$ cat src/rtl/sprite_loader_pkg.sv
`default_nettype none
// +--------------------------------------------------------------------------+
// | Module   : sprite_loader_pkg                                             |
// | Purpose  : Shared definitions for the sprite memory read and write paths:|
// |            memory geometry defaults, pixel type and loader FSM states.   |
// | Ports    : none (package)                                                |
// | Revision : 1.0 - initial release                                         |
// +--------------------------------------------------------------------------+
package sprite_loader_pkg;

   localparam int SPRITE_DATA_W = 16;     // RGB565 pixel word
   localparam int SPRITE_DEPTH  = 24000;  // sprite memory entries
   localparam int SPRITE_ADDR_W = 15;     // 2**15 >= 24000
   localparam int RECT_DIM_W    = 10;     // width/height field width

   typedef logic [15:0] pixel_t;

   typedef enum logic [1:0] {
      ST_IDLE  = 2'd0,
      ST_LOAD  = 2'd1,
      ST_FLUSH = 2'd2
   } loader_state_t;

endpackage
`default_nettype wire

$ cat src/rtl/sprite_rect_counter.sv
`default_nettype none
// +--------------------------------------------------------------------------+
// | Module   : sprite_rect_counter                                           |
// | Purpose  : Row-major x/y/address walker over a width x height rectangle. |
// |            Latches geometry on init, steps on advance, flags the last    |
// |            pixel of the rectangle.                                       |
// | Ports    : clk, rst (async, active-high), init, advance, base_addr,      |
// |            sprite_width, sprite_height -> addr, last                     |
// | Revision : 1.0 - initial release                                         |
// +--------------------------------------------------------------------------+
module sprite_rect_counter
   import sprite_loader_pkg::*;
#(
   parameter int ADDR_W = SPRITE_ADDR_W
) (
   input  logic                  clk,
   input  logic                  rst,
   input  logic                  init,
   input  logic                  advance,
   input  logic [ADDR_W-1:0]     base_addr,
   input  logic [RECT_DIM_W-1:0] sprite_width,
   input  logic [RECT_DIM_W-1:0] sprite_height,
   output logic [ADDR_W-1:0]     addr,
   output logic                  last
);

   logic [RECT_DIM_W-1:0] r_w;
   logic [RECT_DIM_W-1:0] r_h;
   logic [RECT_DIM_W-1:0] r_x;
   logic [RECT_DIM_W-1:0] r_y;
   logic [ADDR_W-1:0]     r_addr;
   logic                  w_x_wrap;

   // Geometry is guaranteed non-zero by the caller, so w-1 / h-1 never wrap.
   assign w_x_wrap = (r_x == r_w - 10'd1);
   assign last     = w_x_wrap && (r_y == r_h - 10'd1);
   assign addr     = r_addr;

   always_ff @(posedge clk or posedge rst) begin
      if (rst) begin
         r_w    <= '0;
         r_h    <= '0;
         r_x    <= '0;
         r_y    <= '0;
         r_addr <= '0;
      end else if (init) begin
         r_w    <= sprite_width;
         r_h    <= sprite_height;
         r_x    <= '0;
         r_y    <= '0;
         r_addr <= base_addr;
      end else if (advance) begin
         r_addr <= r_addr + 1'b1;
         if (w_x_wrap) begin
            r_x <= '0;
            r_y <= r_y + 10'd1;
         end else begin
            r_x <= r_x + 10'd1;
         end
      end
   end

endmodule
`default_nettype wire

$ cat src/rtl/sprite_loader.sv
`default_nettype none
// +--------------------------------------------------------------------------+
// | Module   : sprite_loader                                                 |
// | Purpose  : Streams pixel words (valid/ready) into a rectangular region   |
// |            of sprite RAM, row-major from base_addr, one write per cycle. |
// | Ports    : clk, rst (async, active-high), start, abort, base_addr,       |
// |            sprite_width, sprite_height, in_valid, in_data -> in_ready,   |
// |            wr_en, wr_addr, wr_data, busy, done, error                    |
// | Config   : SPRITE_LOADER_COLORKEY_EN - words equal to COLOR_KEY are      |
// |            consumed but not written.                                     |
// | Revision : 1.0 - initial release                                         |
// +--------------------------------------------------------------------------+
module sprite_loader
   import sprite_loader_pkg::*;
#(
   parameter int                DATA_W    = SPRITE_DATA_W,
   parameter int                DEPTH     = SPRITE_DEPTH,
   parameter int                ADDR_W    = SPRITE_ADDR_W,
   parameter logic [DATA_W-1:0] COLOR_KEY = '0
) (
   input  logic                  clk,
   input  logic                  rst,
   input  logic                  start,
   input  logic                  abort,
   input  logic [ADDR_W-1:0]     base_addr,
   input  logic [RECT_DIM_W-1:0] sprite_width,
   input  logic [RECT_DIM_W-1:0] sprite_height,
   input  logic                  in_valid,
   input  logic [DATA_W-1:0]     in_data,
   output logic                  in_ready,
   output logic                  wr_en,
   output logic [ADDR_W-1:0]     wr_addr,
   output logic [DATA_W-1:0]     wr_data,
   output logic                  busy,
   output logic                  done,
   output logic                  error
);

`ifdef SPRITE_LOADER_COLORKEY_EN
   localparam logic c_key_en = 1'b1;
`else
   localparam logic c_key_en = 1'b0;
`endif

   loader_state_t     r_state;
   loader_state_t     w_next_state;

   logic [19:0]       w_prod;
   logic [20:0]       w_end;
   logic              w_illegal;
   logic              w_req;
   logic              w_accept;
   logic              w_xfer;
   logic              w_keyed;
   logic              w_last;
   logic [ADDR_W-1:0] w_addr;

   logic              r_wr_en;
   logic [ADDR_W-1:0] r_wr_addr;
   logic [DATA_W-1:0] r_wr_data;
   logic              r_error;

   // Full-width bounds check: 10x10 product is 20 bits, end address 21 bits.
   assign w_prod    = 20'(sprite_width) * 20'(sprite_height);
   assign w_end     = 21'(base_addr) + 21'(w_prod);
   assign w_illegal = (sprite_width == '0) || (sprite_height == '0) ||
                      (w_end > 21'(DEPTH));

   assign w_req    = (r_state == ST_IDLE) && start;
   assign w_accept = w_req && !w_illegal;

   // A word offered in the same cycle as abort is dropped with the load.
   assign w_xfer   = (r_state == ST_LOAD) && in_valid && in_ready && !abort;
   assign w_keyed  = c_key_en && (in_data == COLOR_KEY);

   sprite_rect_counter #(
      .ADDR_W (ADDR_W)
   ) u_rect_counter (
      .clk           (clk),
      .rst           (rst),
      .init          (w_accept),
      .advance       (w_xfer),
      .base_addr     (base_addr),
      .sprite_width  (sprite_width),
      .sprite_height (sprite_height),
      .addr          (w_addr),
      .last          (w_last)
   );

   // State register
   always_ff @(posedge clk or posedge rst) begin
      if (rst) begin
         r_state <= ST_IDLE;
      end else begin
         r_state <= w_next_state;
      end
   end

   // Next-state logic
   always_comb begin
      w_next_state = r_state;
      case (r_state)
         ST_IDLE: begin
            if (w_accept) w_next_state = ST_LOAD;
         end
         ST_LOAD: begin
            if (abort)                w_next_state = ST_IDLE;
            else if (w_xfer && w_last) w_next_state = ST_FLUSH;
         end
         ST_FLUSH: begin
            w_next_state = ST_IDLE;
         end
         default: begin
            w_next_state = ST_IDLE;
         end
      endcase
   end

   // Output decode (from the state register only)
   always_comb begin
      in_ready = 1'b0;
      busy     = 1'b0;
      done     = 1'b0;
      case (r_state)
         ST_LOAD: begin
            in_ready = 1'b1;
            busy     = 1'b1;
         end
         ST_FLUSH: begin
            busy = 1'b1;
            done = 1'b1;
         end
         default: begin
            in_ready = 1'b0;
         end
      endcase
   end

   // Write port and error pulse, one cycle behind the accepting edge
   always_ff @(posedge clk or posedge rst) begin
      if (rst) begin
         r_wr_en   <= 1'b0;
         r_wr_addr <= '0;
         r_wr_data <= '0;
         r_error   <= 1'b0;
      end else begin
         r_wr_en <= w_xfer && !w_keyed;
         r_error <= w_req && w_illegal;
         if (w_xfer) begin
            r_wr_addr <= w_addr;
            r_wr_data <= in_data;
         end
      end
   end

   assign wr_en   = r_wr_en;
   assign wr_addr = r_wr_addr;
   assign wr_data = r_wr_data;
   assign error   = r_error;

endmodule
`default_nettype wire

$ cat config.mk
export PLATFORM = sky130hd
export DESIGN_NAME = sprite_loader
export DESIGN_NICKNAME = d
export VERILOG_FILES = /design/src/rtl/sprite_loader_pkg.sv /design/src/rtl/sprite_rect_counter.sv /design/src/rtl/sprite_loader.sv
export SDC_FILE = /design/constraint.sdc
export NUM_CORES = 1
export LEC_CHECK = 0
export CORE_UTILIZATION = 55
export CTS_CLUSTER_DIAMETER = 80
export CTS_CLUSTER_SIZE = 10
export DETAILED_ROUTE_END_ITERATION = 7
export HOLD_SLACK_MARGIN = 0.03
export PLACE_DENSITY = 0.8
export RECOVER_POWER = 25
export REMOVE_ABC_BUFFERS = 1
export SYNTH_ARGS = -nofsm -noshare
export SYNTH_HDL_FRONTEND = slang
export SYNTH_HIERARCHICAL = 1
export SYNTH_SLANG_ARGS = --single-unit
$ cat constraint.sdc
create_clock -name clk -period 3.91 [get_ports clk]
set_input_delay 0.391 -clock clk [delete_from_list [all_inputs] [get_ports clk]]
set_output_delay 0.391 -clock clk [all_outputs]
set_load 0.05 [all_outputs]
==> summary.md <==
| Metric | Value |
|---|---|
| Status | `finished, violations left` |
| Failing checks | `capacitance limit, slew limit, setup timing` |
| Wire length on met2 | `13300 microns` |
| Worst Hold Class | `input pin to register` |
| Post-Syn Area | `0.00873 sq mm` |
| Met1 wire length | `9610 microns` |
| Synthesized instance count | `923` |
| Max_cap viols | `1` |
| Top post-synthesis cells by area | `dfrtp_1 (26%), fa_1 (18%), ha_1 (9.7%)` |
| Synth-to-layout area growth | `36.9%` |
| Clk pin slew, worst setup/hold paths | `70 ps` |
| Clock Path Buffers | `2` |
| I/O pin count | `92` |
| EDFF count, synth | `0` |
| Post-route DRC | `0` |
| CTS buffer count | `9` |
| RR Endpoint | `r_state[0]$_DFFE_PP0P_` |
| Cell Pwr Density | `935 mW/mm^2` |
| Synth Area in Adders | `0.276` |
| Final Non-Filler Cells | `1349` |
| CTS tree | `yes` |
| Core area | `0.0154 sq mm` |
| Setup slack, reg-to-reg | `170 ps` |
| Post-synth top area share | `0.258` |
| Routed vias | `8035` |
| WL met3 | `2130 microns` |
| Relative slew slack | `-0.179` |
| Ant. Diodes | `0` |
| First-pass GRT wire length | `41400 microns` |
| Ys flop type | `dfrtp_1` |
| Gr ovfl total | `0` |
| Post-synthesis compound-gate area fraction | `0.0946` |
| Number of buffers added on ports | `91` |
| RePlAce Congestion | `0.870` |
| IR drop worst, VDD | `1.03 mV` |
| Most frequent cells in the layout | `buf_4 (119), inv_1 (116), dfrtp_1 (90)` |
| Setup TNS | `-117370 ps` |
| Vias in the first global route | `8321` |
| Initial antenna violation count | `0` |
| Max Slew Vio Count | `46` |
| Main combinational cell family by area after synthesis | `adder cells` |
| Die width | `128 microns` |
| FP Rows | `45` |
| Worst Hold Path Cells | `2` |
| Fin. Hold Viols | `0` |
| Synth area leader | `dfrtp_1` |
| Reg-to-Reg Start | `u_rect_counter/r_w[0]$_DFFE_PP0P_` |
| RSZ-0062 raised after global routing | `yes` |
| Worst skew pair latency | `350 ps` |
| Initial DRT Pass Iterations | `8` |
| Starting Density | `0.568` |
| Setup CP Type | `input pin to register` |
| Synth warn | `6` |
| Multiplexer area fraction after synthesis | `0.0731` |
| 1st-iter DRT viols | `808` |
| Share of layout cells above drive strength 1 | `0.303` |
| CTS Sinks | `90` |
| Vias per inst | `5.96` |
| Final core utilization | `0.777` |
| Final #Nets | `1335` |
| Finish-stage setup viols | `58` |
| Simple-gate portion of the synthesized area | `0.169` |
| Fillers | `885` |
| Max H-tree Level | `3` |
| Commonest non-fill, non-tap cell in the layout | `buf_4` |
| Reg2reg path depth | `11` |
| Uppermost layer routed | `met4` |
| Hold endpoint | `u_rect_counter/r_w[2]$_DFFE_PP0P_` |
| Total Wirelength | `26500 microns` |
| Slew @ Worst Pin | `1770 ps` |
| Routed len/inst | `19.7 microns` |
| Worst setup EP type | `register` |
| CP Max Fanout | `6` |
| Pin count of the biggest net entering global routing | `46` |
| Die H | `128 microns` |
| Distinct cells, synth | `68` |
| Fmax achieved | `163 MHz` |
| Remaining antenna violation count | `0` |
| Register area share after synthesis | `0.258` |
| Synth Area in XOR/XNOR | `0.0532` |
| Critical path required time | `4130 ps` |
| Hold path startpoint | `sprite_width[2]` |
| Fin crit share | `1.57` |
| Leak | `5.58 nW` |
| Placed Cells | `1282` |
| Register bit count reported by yosys | `90` |
| Final min period | `6120 ps` |
| Crit start category | `input pin` |
| Total track usage | `0.328` |
| Fraction of registers with async set/reset | `1.00` |
| Syn_area_per_cell | `9.46 sq um` |
| Final hold slack | `434 ps` |
| Worst setup margin | `-2210 ps` |
| DIE AREA | `0.0164 sq mm` |
| Post-DP HPWL | `16700 microns` |
| Clk root buf | `clkbuf_16` |
| Crit path DAT | `6340 ps` |
| Clock skew | `6.37 ps` |
cells in the mapped netlist, types with 6 or more instances:
master,n
inv_1,128
nand2_1,102
dfrtp_1,90
fa_1,78
ha_1,68
and2_1,55
mux2_2,50
o21ai_0,36
xnor2_1,29
clkbuf_1,27
nor2_1,25
xor2_1,24
a21oi_1,23
nand3_1,20
nor3_1,16
and3_1,10
buf_1,10
nand4_1,9
nor2b_1,9
nor4_1,9
nand2b_1,7
a21oi_2,6
o21ai_1,6
through the flow:
stage	power, mW	setup WS, ps	cell area, sq um
2_1_floorplan	5.59	-4910	8550
3_3_place_gp	7.47	-2980	10500
3_5_place_dp	7.62	-3140	10500
4_1_cts	10.4	-1960	11700
5_1_grt	11.8	-2430	11900
6_report	11.2	-2210	11900
final cells by class:
class	count	area, sq um	area share
Clock buffer	9	225	0.0189
Inverter	129	484	0.0405
Multi-Input combinational cell	662	6420	0.538
Tap cell	211	264	0.0221
Clock inverter	7	109	0.00911
Sequential cell	90	2250	0.189
Timing Repair Buffer	241	2190	0.183
layer usage:
layer / GRT usage / vias to the layer above
met4: 0.182 / 0
met3: 0.0726 / 147
met5: 0.00619 / -
li1: - / 3471
met1: 0.377 / 3941
met2: 0.566 / 476
worst max-delay path by stage:
| stage | startpoint | endpoint | depth (start not counted) |
|---|---|---|---|
| floorplan | sprite_height[6] | u_rect_counter/r_x[5]$_DFFE_PP0P_ | 23 |
| global placement | sprite_height[8] | u_rect_counter/r_x[9]$_DFFE_PP0P_ | 24 |
| detailed placement | sprite_height[7] | u_rect_counter/r_x[9]$_DFFE_PP0P_ | 24 |
| CTS | sprite_height[9] | u_rect_counter/r_x[5]$_DFFE_PP0P_ | 26 |
| global route | sprite_width[6] | u_rect_counter/r_x[5]$_DFFE_PP0P_ | 27 |
| finish | sprite_height[6] | u_rect_counter/r_x[5]$_DFFE_PP0P_ | 26 |
critical path: stages:
cell       delay, ps
buf_4            130
buf_6            140
nand2_1           90
fa_1             570
inv_2             60
fa_1             570
fa_1             450
fa_1             500
inv_1             60
fa_2             560
inv_2             40
ha_4             280
and3_2           220
nand4_1          140
a21oi_2          270
o31ai_4          100
xnor2_2          170
a2111oi_4        410
o2111ai_4        230
nor2_4           200
buf_12           130
buf_8            110
o2111ai_4        130
nor2_2           140
xnor2_1          160
nor3_1            80
cell families after synthesis:
kind of cell	Yosys count
DFF	90
buffers and inverters	171
adders and majority gates	146
AOI/OAI and AO/OA	121
muxes	57
and+or+nand+nor	285
xor gates and xnor gates	53
flip-flops by register name, indices dropped and copies added (netlist names), 2 cells and up:
name	flops
u_rect_counter/r_y	10
wr_addr	15
u_rect_counter/addr	15
u_rect_counter/r_x	10
r_state	2
u_rect_counter/r_w	10
wr_data	16
u_rect_counter/r_h	10
repair_timing:
item	in CTS	in global routing
hold buffers	0	0
pin swaps	82	23
cloned	6	0
setup endpoints to repair	58	58
resized for setup	222	36
setup buffers	36	14
power by group:
group / switching (mW) / total [mW] / internal, mW
registers: 0.351 / 1.63 / 1.28
clock network: 0.399 / 0.973 / 0.574
logic: 4.45 / 8.57 / 4.13
(Power assumes the default switching activity.)
